## src/rtl/score_row_reducer.sv

```systemverilog
// Row reducer: signed max, first argmax, saturating count and overflow per row of scores.
// Latency: result valid one cycle after the beat carrying last_in is accepted.
// Backpressure: while a result waits, rdy_out follows rdy_in, so the next row's first beat can be accepted only as the result is consumed.
//
// Ports:
//   clk, rst                 - rising-edge clock, asynchronous active-low reset
//   vld_in/rdy_out           - upstream handshake; score_in (signed), last_in mark the row end
//   vld_out/rdy_in           - downstream handshake for the row result
//   max_out, argmax_out      - signed row maximum and zero-based index of its first occurrence
//   count_out, ovf_out       - saturating element count and "row exceeded 2^CNT_W-1 elements"
module score_row_reducer #(
  parameter int DATA_W = 16,
  parameter int CNT_W  = 8
) (
  input  logic              clk,
  input  logic              rst,
  input  logic              vld_in,
  output logic              rdy_out,
  input  logic [DATA_W-1:0] score_in,
  input  logic              last_in,
  output logic              vld_out,
  input  logic              rdy_in,
  output logic [DATA_W-1:0] max_out,
  output logic [CNT_W-1:0]  argmax_out,
  output logic [CNT_W-1:0]  count_out,
  output logic              ovf_out
);

  typedef enum logic {ACCUM, EMIT} state_t;

  localparam logic [CNT_W-1:0] CNT_MAX = '1;

  state_t state, state_nxt;

  // Running accumulator for the row in progress; acc_cnt == 0 means no beat yet.
  logic [DATA_W-1:0] acc_max;
  logic [CNT_W-1:0]  acc_arg;
  logic [CNT_W-1:0]  acc_cnt;
  logic              acc_ovf;

  // Accumulator value after folding in the current beat.
  logic [DATA_W-1:0] nxt_max;
  logic [CNT_W-1:0]  nxt_arg;
  logic [CNT_W-1:0]  nxt_cnt;
  logic              nxt_ovf;

  logic beat;

  // Kept independent of rdy_out to avoid a combinational loop through the FSM block.
  assign beat = vld_in && ((state == ACCUM) || rdy_in);

  always_ff @(posedge clk or negedge rst) begin
    if (!rst) state <= ACCUM;
    else      state <= state_nxt;
  end

  always_comb begin
    state_nxt = state;
    vld_out   = 1'b0;
    rdy_out   = 1'b1;
    case (state)
      ACCUM: begin
        if (vld_in && last_in) state_nxt = EMIT;
      end
      EMIT: begin
        vld_out = 1'b1;
        rdy_out = rdy_in;
        // A consumed result either hands over to a fresh row, or, when the
        // accepted beat is itself a one-beat row, stays in EMIT with that result.
        if (rdy_in) begin
          if (vld_in && last_in) state_nxt = EMIT;
          else                   state_nxt = ACCUM;
        end
      end
      default: state_nxt = ACCUM;
    endcase
  end

  always_comb begin
    nxt_max = acc_max;
    nxt_arg = acc_arg;
    nxt_cnt = acc_cnt;
    nxt_ovf = acc_ovf;
    if (acc_cnt == '0) begin
      nxt_max = score_in;
      nxt_arg = '0;
      nxt_cnt = CNT_W'(1);
      nxt_ovf = 1'b0;
    end else begin
      if (acc_cnt == CNT_MAX) nxt_ovf = 1'b1;
      else                    nxt_cnt = acc_cnt + CNT_W'(1);
      // Strict compare keeps the earliest index on ties. Once saturated the
      // pre-increment count is pinned at CNT_MAX, which is the index to report.
      if ($signed(score_in) > $signed(acc_max)) begin
        nxt_max = score_in;
        nxt_arg = acc_cnt;
      end
    end
  end

  always_ff @(posedge clk or negedge rst) begin
    if (!rst) begin
      acc_max    <= '0;
      acc_arg    <= '0;
      acc_cnt    <= '0;
      acc_ovf    <= 1'b0;
      max_out    <= '0;
      argmax_out <= '0;
      count_out  <= '0;
      ovf_out    <= 1'b0;
    end else if (beat) begin
      if (last_in) begin
        max_out    <= nxt_max;
        argmax_out <= nxt_arg;
        count_out  <= nxt_cnt;
        ovf_out    <= nxt_ovf;
        acc_max    <= '0;
        acc_arg    <= '0;
        acc_cnt    <= '0;
        acc_ovf    <= 1'b0;
      end else begin
        acc_max <= nxt_max;
        acc_arg <= nxt_arg;
        acc_cnt <= nxt_cnt;
        acc_ovf <= nxt_ovf;
      end
    end
  end

endmodule

```

## config.mk

```make
export PLATFORM = sky130hd
export DESIGN_NAME = score_row_reducer
export DESIGN_NICKNAME = d
export VERILOG_FILES = /design/src/rtl/score_row_reducer.sv
export SDC_FILE = /design/constraint.sdc
export NUM_CORES = 1
export LEC_CHECK = 0
export CORE_MARGIN = 2
export CORE_UTILIZATION = 46
export DETAILED_ROUTE_END_ITERATION = 16
export PLACE_DENSITY = 0.7
export SYNTH_ARGS = -nofsm -noshare
export SYNTH_HDL_FRONTEND = slang
export SYNTH_SLANG_ARGS = --single-unit
```

## constraint.sdc

```tcl
create_clock -name clk -period 4.35 [get_ports clk]
set_clock_uncertainty 0.1 [all_clocks]
set_input_delay 0.87 -clock clk [delete_from_list [all_inputs] [get_ports clk]]
set_output_delay 0.87 -clock clk [all_outputs]
set_load 0.1 [all_outputs]
```

Yosys cells after proc, flatten, opt, wreduce, memory -nomap -nowiden
Index checks and enable logic that the tools add are counted.

storage, ports and cells
  register bits after elaboration = 67
  bits in latches = 0
  memory bits (writable) = 0
  memory bits (read-only) = 0
  input port bits = 21
  output and inout bits = 35
  logic and storage cells = 35
  memories kept = 0

cells by class
  add/sub/neg operators = 1
  multiply operators = 0
  divide/modulo/power cells = 0
  magnitude comparators = 1
  eq/ne operators = 1
  shift-type cells = 0
  mux-type cells = 17
  bitwise gates (word level) = 1
  reductions and logical operators = 5

operators by type and width
  cell                                         number
  2-to-1 mux 16 bit                            3
  2-to-1 mux 8 bit                             6
  greater-than comparator 16 bit               1
  adder 8 x 1 -> 8 bit, second input constant  1
  equality test 8 bit, second input constant   1
  logical NOT 8 bit                            1
  2-to-1 mux 1 bit                             7
  logical AND 1 bit                            2
  case mux 1 bit (2 select lines)              1
  AND reduction 2 bit                          1
  logical OR 1 bit                             1
  NOT 1 bit                                    1

Depth between registers and ports, before layout
  word-level depth = 4
  gate-level depth with buffers = 10

Worst setup path before layout
OpenSTA, ideal clock, no wires.

  path kind = reg2reg
  start point = register state
  end point = register argmax_out[3]
  library setup time = 0.127 ns
  data arrival time = 2.873 ns
  path slack = 1.250 ns
  stages on the path, launching flop included = 7
  period minus slack after synthesis = 3.100 ns
  path through = dfrtp_1 nand2b_1 nand2_1 nor2_1 clkbuf_1 and2_1 a221o_2

between the ends
  word-level cells in the longest chain between the ends = 4

RTL lines
  element                               line  text
  from (decl)                           33    state_t state, state_nxt;
  from (signal assigned)                54    else state <= state_nxt;
  NOT 1 bit                             n/a
  logical OR 1 bit                      50    assign beat = vld_in && ((state == ACCUM) || rdy_in);
  logical AND 1 bit                     50
  AND reduction 2 bit (no source line)  n/a
  to (signal assigned)                  114   argmax_out <= nxt_arg;
  to (decl)                             24    output logic [CNT_W-1:0] argmax_out,

No other way between the ends.
A chain may end at the register's enable or synchronous reset.

Worst setup path in the final report
  start point = input score_in[14]
  end point = register max_out[4]

between the ends
  word-level cells in the longest chain between the ends = 3

RTL lines
  element                         line  text
  from (decl)                     19    input logic [DATA_W-1:0] score_in,
  greater-than comparator 16 bit  94    if ($signed(score_in) > $signed(acc_max)) begin
  2-to-1 mux 16 bit               94
  2-to-1 mux 16 bit               84    if (acc_cnt == '0) begin
  to (signal assigned)            113   max_out <= nxt_max;
  to (decl)                       23    output logic [DATA_W-1:0] max_out,

No other way between the ends.

==> impl_results.md <==
* Outcome: complete, no violations
* Synth area leaders: dfrtp_1, ha_1, nand2_1, a32o_1, o211ai_1
* Average size of a mapped cell at 9.58 sq um
* Worst-Skew Late Latency at 0.35 ns
* Nets at 463
* Number of remaining DRC errors at 0
* Synth Instances at 378
* Arr. time, crit path at 3.52 ns
* Layout cells sized above 1 at 11.4%
* # diodes at 0
* Iter 0 DRT Violations at 231
* Die height at 92.7 microns
* Clock Pin Slew Worst Setup and Hold Paths at 0.08 ns
* Layout Area Growth over Synthesis at 22.7%
* Post-DRT Antenna Nets at 0
* PD cells at 520 nW/um^2
* Dominant cell by count in the synthesized netlist: dfrtp_1
* Final Cycle Share at 78.5%
* First-pass GRT wire length at 15,100 microns
* Crit. path cell count at 9
* Row cnt at 32
* Final cell count without fillers at 531
* CP top delay family: simple AND/OR/NAND/NOR gates
* Slew Viols, Final at 0
* Period minus WS final at 3.41 ns
* Critical path cell sequence: clkdlybuf4s50_1, ha_1, nand4_1, nor4_1, nand4_1, buf_4, nand2b_1, nand4_1, o211ai_1
* Slew @ Worst Pin at 0.973 ns
* Final Cell Area at 4440 sq um
* Worst min path class: flip-flop to flip-flop
* Register area at 1680 sq um
* Quantity of hold-fixing buffers added after cts at 0
* Postcts setup bufs at 0
* Post-Route WL at 8940 microns
* Crit path required time at 4.46 ns
* Via density at 5.82
* Number of global-route vias before repair at 3,050
* Port Buffers at 55
* Slowest CP cell: nand2b_1
* Final setup TNS at 0 ns
* Detail Placement HPWL at 6050 microns
* Die W at 92.7 microns
* Worst hold stages at 2
* # H-tree levels at 3
* Synth cell types at 47
* Worst Path Buf+Inv at 2
* Fill count at 701
* Maximum VDD drop at 0.000265 V
* CTS sink cnt at 67
* Most common flop cell mapped by yosys: dfrtp_1
* Unrepaired setup endpoints after global routing: false
* Critical path's most frequent cell: nand4_1
* Average wire per standard cell at 16.8 microns
* Global Route Usage Sum at 22.3%
* Core area at 7690 sq um
* P_leak at 1.91 nW
* IO Pins at 56
* CTS max path bufs at 2
* Seq cells post-synth at 67
* Post-synthesis async set-or-reset flop share at 100%
* Die area at 8600 sq um
* Max Clk Rate at 0.293 GHz
* Setup violators final at 0
* Cell Area, Placed at 4230 sq um
* Placer Congestion at 0.825
* TritonCTS clock tree: done
* Slew margin rel. at 34.9%
* Worst stage delay on the critical path at 0.53 ns
* CTS buffer count at 9
* Synth Warn # at 0
* Area leader, netlist: dfrtp_1
* Reg2reg path depth at 9
* Grt ovf at 0
* Crit. End Element: flip-flop
* Post-synth top area share at 46.3%
* Post-synth EDFFs at 0
* Post-Syn Area at 3620 sq um
* Root buffer cell: clkbuf_8
* Seq/Total Area, Yosys at 46.3%
* Hold Vio Cnt, Final at 0
* Initial antenna violation count at 0
* Cell total after placement at 515
* Crit Path Max Fanout at 18
* Initial Util at 47.1%
* Fin Hold WS at 0.380 ns
* CP Class: primary input to flip-flop
* Post-CTS sizing at 0
* Startpoint types: primary input
* Post-synth top cells: dfrtp_1, nand2_1, a21oi_1, inv_1, clkbuf_1
* Largest net degree at the start of global routing at 45
* Multi-input logic area at 1730 sq um
* Vias at 3,093
* Max Cap Viol at 0
* DRT Pass-1 Iters at 4
* Mapped Nets at 417
[cell type report]
cell class | count | share of cell area [%]
multi-input combinational | 260 | 39.0
sequential | 67 | 37.7
timing repair buffer | 64 | 13.7
clock buffer | 12 | 3.72
tap | 102 | 2.87
inverter | 22 | 1.86
clock inverter | 4 | 1.07
[worst register-to-register path, stage by stage, from the launching register on]
cell and delay [ns]:
dfrtp_1 0.39, inv_1 0.06, ha_1 0.29, nand4_1 0.19, nor4_1 0.42, nand4_1 0.14, buf_4 0.20, nand2b_1 0.53
nand4_1 0.28, o211ai_1 0.13
[stage by stage]
| step | setup WS (ns) | power (W) | utilization [%] |
|---|---|---|---|
| 2_1_floorplan | 1.25 | 0.00153 | - |
| 6_report | 0.936 | 0.00231 | 57.8 |
| 5_1_grt | 0.732 | 0.00242 | 57.8 |
| 3_5_place_dp | 0.557 | 0.00177 | 55.0 |
| 3_3_place_gp | 0.646 | 0.00176 | 55.0 |
| 4_1_cts | 0.921 | 0.00232 | 57.8 |
[registers in the layout (all words and copies together), names as in the netlist]
| register | count |
|---|---|
| max_out | 16 |
| acc_arg | 8 |
| count_out | 8 |
| acc_ovf | 1 |
| ovf_out | 1 |
| acc_max | 16 |
| state | 1 |
| argmax_out | 8 |
| acc_cnt | 8 |
[cell families (layout without fill, tap and decap cells)]
family / Yosys count / count (layout) / share of synthesized area [%]
multiplexers: 1 / 1 / 0.276
buffers and inverters: 51 / 102 / 5.98
flip-flops: 67 / 67 / 46.3
AND/OR/NAND/NOR: 134 / 134 / 17.9
XOR/XNOR: 3 / 3 / 0.726
AO/OA/AOI/OAI: 104 / 104 / 22.6
adder cells (fa/ha/maj): 18 / 18 / 6.22
[layer usage]
layer	part of all wire, %	wire length, microns	GRT usage (%)
met2	45	4050	34.0
met3	4.8	433	5.37
met1	48	4330	31.7
met5	0	0	0
met4	1.4	128	6.50
[report_power, final]
| part | total (W) | switching (W) | internal [W] | leakage, nW |
|---|---|---|---|---|
| clock network | 0.000553 | 0.000244 | 0.000310 | 0.108 |
| logic | 0.000971 | 0.000715 | 0.000255 | 0.913 |
| registers | 0.000787 | 0.0000688 | 0.000718 | 0.886 |
| total | 0.00231 | 0.00103 | 0.00128 | 1.91 |
[final timing paths]
| kind | start | end | slack (ns) |
|---|---|---|---|
| max | score_in[14] | max_out[4] | 0.94 |
| min | count_out[7] | count_out[7] | 0.38 |
| max reg2reg | acc_max[14] | max_out[4] | 1.52 |
| min reg2reg | count_out[7] | count_out[7] | 0.38 |
| max in group asynchronous | rst | max_out[15] | 2.78 |
| min in group asynchronous | rst | argmax_out[0] | 0.40 |
[placed cells by master, fill, tap and decap left out, types with 3 or more instances in the layout]
master and n:
dfrtp_1 67, nand2_1 60, clkdlybuf4s50_1 53, a21oi_1 23
inv_1 22, nand4_1 18, ha_1 18, o211ai_1 16
o21ai_0 15, nor2_1 14, a32o_1 14, clkbuf_8 12
nand3_1 11, buf_4 10, a32o_2 8, and2_1 7
nor3_1 6, a221o_2 6, and3_1 5, nand2b_1 3
nor4_1 3, a22o_1 3, xnor2_1 3
(Power assumes the default switching activity.)
